===== src/rtl/fifo_uart_drain.sv =====
// Automatic FIFO drain: pops one 15-bit word and sends it as two 8N1 UART frames,
// low byte first, with bit 7 of the high byte forced to zero.
module fifo_uart_drain #(
  parameter int CLKS_PER_BIT = 434
) (
  input  logic        clk,
  input  logic        reset,
  input  logic        enable,
  input  logic        fifo_empty,
  output logic        fifo_ren,
  input  logic [14:0] fifo_data,
  output logic        tx,
  output logic        busy,
  output logic [7:0]  sent_count
);

  localparam int BW = (CLKS_PER_BIT > 2) ? $clog2(CLKS_PER_BIT) : 1;
  localparam logic [BW-1:0] BAUD_LAST = BW'(CLKS_PER_BIT - 1);

  localparam logic [2:0] S_IDLE  = 3'd0;
  localparam logic [2:0] S_POP   = 3'd1;
  localparam logic [2:0] S_LATCH = 3'd2;
  localparam logic [2:0] S_START = 3'd3;
  localparam logic [2:0] S_DATA  = 3'd4;
  localparam logic [2:0] S_STOP  = 3'd5;

  logic [2:0]    state_r;
  logic [14:0]   word_r;
  logic          byte_sel_r;
  logic [2:0]    bit_idx_r;
  logic [BW-1:0] baud_r;
  logic [7:0]    cur_byte_s;
  logic          baud_done_s;

  // Byte currently on the wire and end-of-bit strobe
  always_comb begin
    cur_byte_s  = 8'd0;
    baud_done_s = (baud_r == BAUD_LAST);
    if (byte_sel_r) begin
      cur_byte_s = {1'b0, word_r[14:8]};
    end else begin
      cur_byte_s = word_r[7:0];
    end
  end

  // Control FSM; tx is registered from the transition so each bit lasts a full baud period
  always_ff @(posedge clk or posedge reset) begin
    if (reset) begin
      state_r    <= S_IDLE;
      word_r     <= 15'd0;
      byte_sel_r <= 1'b0;
      bit_idx_r  <= 3'd0;
      baud_r     <= '0;
      fifo_ren   <= 1'b0;
      tx         <= 1'b1;
      busy       <= 1'b0;
      sent_count <= 8'd0;
    end else begin
      fifo_ren <= 1'b0;
      case (state_r)
        S_IDLE: begin
          if (enable && !fifo_empty) begin
            state_r  <= S_POP;
            fifo_ren <= 1'b1;
            busy     <= 1'b1;
          end else begin
            state_r <= S_IDLE;
          end
        end
        S_POP: begin
          state_r <= S_LATCH;
        end
        S_LATCH: begin
          word_r     <= fifo_data;
          byte_sel_r <= 1'b0;
          baud_r     <= '0;
          tx         <= 1'b0;
          state_r    <= S_START;
        end
        S_START: begin
          if (baud_done_s) begin
            baud_r    <= '0;
            bit_idx_r <= 3'd0;
            tx        <= cur_byte_s[0];
            state_r   <= S_DATA;
          end else begin
            baud_r <= baud_r + 1'b1;
          end
        end
        S_DATA: begin
          if (baud_done_s) begin
            baud_r <= '0;
            if (bit_idx_r == 3'd7) begin
              tx      <= 1'b1;
              state_r <= S_STOP;
            end else begin
              bit_idx_r <= bit_idx_r + 3'd1;
              tx        <= cur_byte_s[bit_idx_r + 3'd1];
            end
          end else begin
            baud_r <= baud_r + 1'b1;
          end
        end
        S_STOP: begin
          if (baud_done_s) begin
            baud_r <= '0;
            if (!byte_sel_r) begin
              // High byte follows with no idle gap
              byte_sel_r <= 1'b1;
              tx         <= 1'b0;
              state_r    <= S_START;
            end else begin
              busy       <= 1'b0;
              sent_count <= sent_count + 8'd1;
              state_r    <= S_IDLE;
            end
          end else begin
            baud_r <= baud_r + 1'b1;
          end
        end
        default: begin
          state_r <= S_IDLE;
          tx      <= 1'b1;
          busy    <= 1'b0;
        end
      endcase
    end
  end

endmodule


===== config.mk =====
export PLATFORM = sky130hd
export DESIGN_NAME = fifo_uart_drain
export DESIGN_NICKNAME = d
export VERILOG_FILES = /design/src/rtl/fifo_uart_drain.sv
export SDC_FILE = /design/constraint.sdc
export NUM_CORES = 1
export LEC_CHECK = 0
export BUFFER_PORTS_ARGS = -buffer_cell sky130_fd_sc_hd__buf_2
export CORE_MARGIN = 8
export CORE_UTILIZATION = 40
export CTS_CLUSTER_SIZE = 10
export DETAILED_ROUTE_END_ITERATION = 8
export SLEW_MARGIN = 40
export SYNTH_ARGS = -nofsm -noshare
export SYNTH_HDL_FRONTEND = slang
export SYNTH_SLANG_ARGS = --single-unit

===== constraint.sdc =====
create_clock -name clk -period 2.88 [get_ports clk]
set_input_delay 0.288 -clock clk [delete_from_list [all_inputs] [get_ports clk]]
set_output_delay 0.288 -clock clk [all_outputs]
set_load 0.01 [all_outputs]

# After elaboration in Yosys (flattened, before gate mapping)
# Index checks and enable logic that the tools add are counted.
[classes]
n_addsub = 3
n_lt_le_gt_ge = 1
n_eq_ne = 15
mux = 30
bitwise = 2
reduce_logical = 15
[op_table]
columns = ["cell", "n"]
rows = [
  ["$mux W3", 7],
  ["$pmux W3 S6", 1],
  ["$pmux W9 S2", 1],
  ["$ne A2 B2 Y1 const B", 8],
  ["$mux W1", 13],
  ["$reduce_and A4 Y1", 3],
  ["$add A9 B1 Y9 const B", 1],
  ["$eq A3 B3 Y1 const B", 3],
  ["$eq A9 B9 Y1 const B", 1],
  ["$mux W9", 1],
  ["$add A8 B1 Y8 const B", 1],
  ["$mux W8", 1],
  ["$eq A3 B2 Y1 const B", 2],
  ["$pmux W3 S2", 1],
  ["$reduce_bool A2 Y1", 3],
  ["$pmux W1 S5", 1],
  ["$reduce_and A5 Y1", 1],
  ["$lt A3 B4 Y1 const B", 1],
  ["$reduce_or A4 Y1", 1],
  ["$add A3 B1 Y3 const B", 1],
  ["$bmux W1 S3", 1],
  ["$eq A3 B1 Y1 const B", 1],
  ["$logic_not A3 Y1", 1],
  ["$pmux W1 S3", 1],
  ["other kinds (9)", 10],
]
[totals]
ff_bits = 42
in_bits = 19
out_inout_bits = 11
elab_cells = 75

# Logic depth before layout (Yosys ltp)
# Gate-level depths: netlist of run 1.
[depth]
ltp_word = 6
mapped_depth = 7
ltp_nobuf = 7

# Worst setup path before layout of run 1
# Ideal clock, no wire load.
[synth_path]
path_type = "register to register"
from = "register bit_idx_r[0]"
to = "register tx"
setup_ns = 0.100
arrival_ns = 2.006
setup_slack_ns = 0.774
stages_incl_launch_ff = 7
n_path_buf = 1
synth_period_minus_slack_ns = 2.106
cell_sequence = "dfrtp_1 > ha_1 > clkbuf_1 > mux4_2 > o211a_1 > o311ai_0 > a31oi_1"
[synth_via]
elab_chain_len = 6
[synth_lines]
columns = ["element", "line", "rtl"]
rows = [
  ["start: declaration", "30", "logic [2:0] bit_idx_r;"],
  ["start signal: assignment", "97", "bit_idx_r <= bit_idx_r + 3'd1;"],
  ["$add A3 B1 Y3", "98", "tx <= cur_byte_s[bit_idx_r + 3'd1];"],
  ["$bmux W1 S3", "98", ""],
  ["$mux W1 (not written as such)", "98", ""],
  ["$mux W1 (*)", "93", "if (bit_idx_r == 3'd7) begin"],
  ["$mux W1 (*)", "91", "if (baud_done_s) begin"],
  ["$pmux W1 S5 (*)", "60", "case (state_r)"],
  ["end signal: assignment", "84", "tx <= cur_byte_s[0];"],
  ["end signal: assignment", "98", ""],
  ["end: declaration", "12", "output logic tx,"],
]
# Every way passes the cells marked *; elsewhere a longest branch is shown, timed or not. The select of a mux whose other input is x is not followed.
# A chain may end at the register's enable or synchronous reset.

# Worst setup path in the final report of run 1
[layout_path]
from = "register baud_r[1]"
to = "register sent_count[5]"
[layout_via]
elab_chain_len = 2
[layout_lines]
columns = ["element", "line", "rtl"]
rows = [
  ["start: declaration", "31", "logic [BW-1:0] baud_r;"],
  ["start signal: assignment", "87", "baud_r <= baud_r + 1'b1;"],
  ["start signal: assignment", "101", "baud_r <= baud_r + 1'b1;"],
  ["start signal: assignment", "118", "baud_r <= baud_r + 1'b1;"],
  ["$eq A9 B9 Y1", "38", "baud_done_s = (baud_r == BAUD_LAST);"],
  ["$reduce_and A3 Y1 (no line)", "n/a", ""],
  ["end signal: assignment", "114", "sent_count <= sent_count + 8'd1;"],
  ["end: declaration", "14", "output logic [7:0] sent_count"],
]
# Every way passes these cells.

==> flow_summary.json, run 1 <==
{
  "fin_crit_sh_pct": 75.24,
  "final_cell_mix": "41 x dfrtp_1, 29 x buf_2, 16 x mux2_2, 16 x nand2_1, 15 x nor2_1",
  "numPortBuffers": 29,
  "crit_chain": "inv_1 -> ha_1 -> or4b_4 -> nor4_4 -> and4_4 -> nand3_2 -> xnor2_1",
  "rsz0062_at_grt": "no",
  "end_kind": "flop",
  "critical_path_class": "reg2reg",
  "synth-seq-cells": 42,
  "fillCellCount": 477,
  "coreArea_um2": 5042,
  "grt_pass1_wl_um": 6624,
  "place_congestion": 0.7978,
  "path_clk_slew_ps": 80,
  "die_w_um": 87.91,
  "worstPathMaxFanout": 6,
  "ios": 30,
  "drt_iter0_drc": 54,
  "path_delay_family": "simple AND/OR/NAND/NOR gates",
  "die_height_um": 87.91,
  "drv_slew": 0,
  "crit_path_max_incr_delay_ps": 480,
  "fmax_mhz": 461.5,
  "vias_per_cell": 4.944,
  "cts_tree": "built",
  "area_growth_pct": 15.61,
  "stdcell_area_um2": 2391,
  "final_common_cell": "dfrtp_1",
  "cap_viol_max_count": 0,
  "grt_pass1_vias": 1473,
  "n_antenna_cell": 0,
  "vdd_drop_max_mv": 0.3156,
  "grt_max_degree": 29,
  "fin_skew_ps": 2.453,
  "clock_path_buffers": 2,
  "rrSetupSlack_ps": 710,
  "dp_hpwl_um": 2925,
  "antenna_found_initial": 0,
  "ys_types": 43,
  "fin_crit_ps": 2167,
  "layout-drive-gt1-share_pct": 33.02,
  "dpl_cell_area_um2": 2296,
  "post-cts-setup-buffer-count": 0,
  "cts.hold.buffers_added": 0,
  "synth_seq_area_share_pct": 50.88,
  "fin_util_pct": 47.42,
  "cts_sinks": 42,
  "num_vias": 1409,
  "numCtsBuffers": 5,
  "ant_nets": 0,
  "worstSkewPairLatency_ps": 290,
  "setup-violations-final": 0,
  "wl_per_cell_um": 13.45,
  "setup_ws_ps": 713.2,
  "die-area_um2": 7727,
  "relSlewSlack_pct": 61.17,
  "critical_path_buf_inv_count": 1,
  "initial_core_util_pct": 41.02,
  "grt_usage_pct": 10.82,
  "setup_tns_ps": 0,
  "synth_ff_type": "dfrtp_1",
  "root_buffer": "clkbuf_8",
  "holdCritPathClass": "in2async",
  "crit_required_ps": 3060,
  "p_leak_uw": 0.001144,
  "outcome": "complete, no violations",
  "ctsResizeCount": 0,
  "cp_slowest_cell": "or4b_4",
  "nNetsFinal": 238,
  "grt_overflow": 0,
  "async_flop_share_pct": 100.0,
  "netlist_area_um2": 2068,
  "power_density_nw_per_um2": 435.3,
  "drt_wl_total_um": 3834,
  "firstDrtPassIters": 4,
  "htree_levels": 2,
  "num_rows": 26,
  "syn_nets": 205,
  "synthCells": 181,
  "avgSynthCellArea_um2": 11.43,
  "place_ws_ps": 715.3,
  "synth_edf_count": 0,
  "hold_viol": 0,
  "remaining_drc_errors": 0,
  "cp.arrival_ps": 2350,
  "start_kind": "flop",
  "tightest_slew_ps": 581.5,
  "yosys_warnings": 0
}
## registers in the layout, indices dropped and copies added, names as in the netlist
signal and cells:
bit_idx_r 3, sent_count 8, state_r 3, word_r 15, byte_sel_r 1, tx 1
fifo_ren 1, baud_r 9, busy 1
## cells by family after synthesis
kind of cell	count (synthesis)	share of synthesized area [%]
AOI/OAI and AO/OA	29	9.136
xor gates and xnor gates	16	6.776
adders and majority gates	5	3.025
buffers and inverters	13	2.783
DFF	42	50.88
muxes	20	12.46
and+or+nand+nor	56	14.94
## cells in the mapped netlist, types with 2 or more instances
master | n | area share (%)
nand2_1 | 16 | 2.9
nand4_1 | 3 | 0.91
a21o_1 | 2 | 0.73
dfrtp_1 | 41 | 50
o21ai_0 | 9 | 2.2
and3_1 | 2 | 0.60
ha_1 | 5 | 3.0
nand3_2 | 2 | 0.97
or2_2 | 2 | 0.60
nor2_1 | 15 | 2.7
a21oi_1 | 6 | 1.5
clkbuf_1 | 5 | 0.91
nand3_1 | 5 | 1.2
xor2_1 | 8 | 3.4
mux2_2 | 16 | 8.7
inv_1 | 6 | 1.1
mux4_2 | 3 | 3.3
a22o_1 | 3 | 1.3
xnor2_1 | 8 | 3.4
## metal layers
| layer | GRT usage, % | part of all wire, % | vias up |
|---|---|---|---|
| met5 | 0 | 0 | - |
| met4 | 3.281 | 0.94 | 0 |
| met3 | 3.283 | 5.3 | 5 |
| met2 | 18.13 | 46 | 29 |
| met1 | 12.93 | 48 | 670 |
| li1 | - | - | 705 |
## final timing paths
check | start | to | cells past startpoint
worst max-delay path | baud_r[1]$_DFFE_PP0P_ | sent_count[5]$_DFFE_PP0P_ | 7
worst min-delay path | reset | baud_r[8]$_DFFE_PP0P_ | 2
worst max register to register | baud_r[1]$_DFFE_PP0P_ | sent_count[5]$_DFFE_PP0P_ | 7
worst min register to register | sent_count[7]$_DFFE_PP0P_ | sent_count[7]$_DFFE_PP0P_ | 1
max in group asynchronous | reset | word_r[10]$_DFFE_PP0P_ | 3
min in group clk | fifo_data[8] | word_r[8]$_DFFE_PP0P_ | 3
## area by class of cell
type | count | area (um2) | share of cell area (%)
clock buffers | 6 | 82.58 | 3.454
flip-flops and latches | 42 | 1052 | 44.01
well taps | 70 | 87.58 | 3.663
inverters | 6 | 22.52 | 0.9419
clock inverters | 2 | 12.51 | 0.5233
multi-input cells | 126 | 958.4 | 40.08
repair buffers | 33 | 175.2 | 7.326
## stage by stage
| stage | hold WS (ps) | power (uW) | std cells |
|---|---|---|---|
| 6_report | 47.18 | 1041 | 285 |
| 5_1_grt | 89.58 | 1093 | 285 |
| 4_1_cts | 68.53 | 1060 | 285 |
| 3_5_place_dp | 389.4 | 660.7 | 277 |
| 3_3_place_gp | 456.2 | 659.3 | 277 |
| 2_1_floorplan | 404.8 | 639.0 | 181 |
## power by group
group          internal (uW)  leakage [uW]  switching [uW]
logic                   22.3      0.000582            18.7
clock network            193     0.0000472             201
registers                600      0.000515            5.98
total                    815       0.00114             226
No activity file was read; power rests on OpenSTA's default activity.
==> run 2: changes to the inputs <==
clock period = 1.95 ns   (was 2.88 ns; I/O delays follow)
==> run 2 against run 1 <==
Sequential power is 48% higher. Global-route usage up 1.1 points. Maximum frequency up 16%. Via count rose by 6.0%. First-iteration DRC count fell by 19%. Clock power is 81% higher. Cell count increased by 4.6%. Power increased by 60%. Utilization is 3.0 points higher. Critical path type unchanged. Design area up 6.2%. Non-clock buffer count increased by 13.
==> flow_summary.json, run 2 (synthesis gave the netlist of run 1 again) <==
{
  "outcome": "complete, no violations",
  "fin_skew_ps": 4.985,
  "worstPathMaxFanout": 5,
  "stdcell_area_um2": 2540,
  "end_kind": "flop",
  "finalNonFillerCells": 298,
  "dp.cells": 290,
  "firstDrtPassIters": 4,
  "crit_chain": "inv_2 -> ha_1 -> or4b_4 -> nor4_4 -> buf_4 -> mux2_2",
  "grt_pass1_vias": 1507,
  "fin_crit_sh_pct": 95.53,
  "start_kind": "flop",
  "num_rows": 26,
  "dpl_cell_area_um2": 2394,
  "relSlewSlack_pct": 64.74,
  "initial_core_util_pct": 41.02,
  "clock_path_buffers": 2,
  "vias_per_cell": 5.010,
  "cts_sinks": 42,
  "met2_usage_pct": 17.65,
  "grt_pass1_wl_um": 7245,
  "drt_iter0_drc": 44,
  "die-area_um2": 7727,
  "htree_levels": 2,
  "reg_top3": "word_r x15, baud_r x9, sent_count x8",
  "cp_slowest_cell": "or4b_4",
  "regMostFlops": "word_r",
  "die_w_um": 87.91,
  "critical_path_buf_inv_count": 2,
  "num_vias": 1493,
  "fin_crit_ps": 1863,
  "grt_overflow": 0,
  "root_buffer": "clkbuf_8",
  "hold_viol": 0,
  "final_cell_mix": "41 x dfrtp_1, 29 x buf_2, 17 x buf_4",
  "crit_required_ps": 2130,
  "antenna_found_initial": 0,
  "largest_register_ff_count": 15,
  "nNetsFinal": 251,
  "critical_path_class": "reg2reg",
  "coreArea_um2": 5042,
  "tightest_slew_ps": 528.9,
  "area_growth_pct": 22.81,
  "layout-drive-gt1-share_pct": 38.16,
  "numCtsBuffers": 5,
  "fmax_mhz": 536.8,
  "post-cts-setup-buffer-count": 0,
  "crit_path_max_incr_delay_ps": 510,
  "fillCellCount": 493,
  "ios": 30,
  "path_clk_slew_ps": 80,
  "ant_nets": 0,
  "remaining_drc_errors": 0,
  "dp_hpwl_um": 3098,
  "power_density_nw_per_um2": 656.4,
  "die_height_um": 87.91,
  "grt_use_met1_pct": 15.70,
  "final_common_cell": "dfrtp_1",
  "wl_per_cell_um": 13.90,
  "setup-violations-final": 0,
  "drv_slew": 0,
  "grtUsageMet3_pct": 3.940,
  "cp.arrival_ps": 2040,
  "worstSkewPairLatency_ps": 290,
  "globalRoute.busiestLayer": "met2",
  "numPortBuffers": 29,
  "grt_max_degree": 43,
  "path_delay_family": "simple AND/OR/NAND/NOR gates",
  "place_congestion": 0.8035,
  "drt_wl_total_um": 4142,
  "grt_usage_pct": 11.90,
  "p_leak_uw": 0.001222,
  "cts_tree": "built",
  "cts.hold.buffers_added": 0,
  "fin_util_pct": 50.37,
  "cap_viol_max_count": 0,
  "holdCritPathClass": "in2async",
  "n_antenna_cell": 0,
  "vdd_drop_max_mv": 0.4136
}
[run 2: routing by layer]
layer,share of wire (%),vias up
met5,0,-
met4,1.4,0
met3,6.4,8
met2,45,33
met1,47,720
li1,-,732
[run 2: area by class of cell]
| type | count | area, um2 | share of cell area (%) |
|---|---|---|---|
| flip-flops and latches | 42 | 1052 | 41.43 |
| well taps | 70 | 87.58 | 3.448 |
| inverters | 6 | 22.52 | 0.8867 |
| clock inverters | 1 | 30.03 | 1.182 |
| repair buffers | 46 | 272.8 | 10.74 |
| clock buffers | 7 | 86.33 | 3.399 |
| multi-input cells | 126 | 988.4 | 38.92 |
[run 2: path summary, 6_finish.rpt]
check                                     startpoint                        end  slack, ps  cells past startpoint
max reg2reg                    baud_r[1]$_DFFE_PP0P_  sent_count[1]$_DFFE_PP0P_         90                      6
max                            baud_r[1]$_DFFE_PP0P_  sent_count[1]$_DFFE_PP0P_         90                      6
min in group clk                        fifo_data[8]      word_r[8]$_DFFE_PP0P_        110                      3
min                                            reset      baud_r[5]$_DFFE_PP0P_         10                      3
max in group asynchronous                      reset             tx$_DFFE_PP1P_       1560                      3
min reg2reg                sent_count[7]$_DFFE_PP0P_  sent_count[7]$_DFFE_PP0P_        460                      1
[run 2: what timing repair did]
item / in CTS / in global routing
cloned: 0 / 0
endpoints found under the hold margin: 0 / 0
pin swaps: 0 / 4
gates resized for setup: 2 / 9
setup endpoints to repair: 1 / 21
[run 2: stage by stage]
| stage | hold slack, ps | setup TNS (ps) | setup slack (ps) | total power, uW |
|---|---|---|---|---|
| 5_1_grt | 82.36 | -0.3753 | -0.3753 | 1738 |
| 2_1_floorplan | 311.8 | -118.4 | -42.06 | 943.8 |
| 4_1_cts | 43.87 | 0 | 5.579 | 1686 |
| 6_report | 13.80 | 0 | 87.15 | 1667 |
| 3_3_place_gp | 361.0 | -11.79 | -11.79 | 972.6 |
| 3_5_place_dp | 364.4 | -53.92 | -53.92 | 975.0 |
[run 2: worst reg2reg max path, delay by kind of cell, from the launching register on]
family                   cells  cell delay [ps]
AND/OR/NAND/NOR              2              680
buffers and inverters        2              240
flip-flops                   1              390
multiplexers                 1              320
adder cells (fa/ha/maj)      1              120
[run 2: power breakdown]
part           internal [uW]  switching, uW  leakage, uW
clock network            418            295    0.0000585
logic                   31.7           27.9     0.000649
registers                886           9.13     0.000515
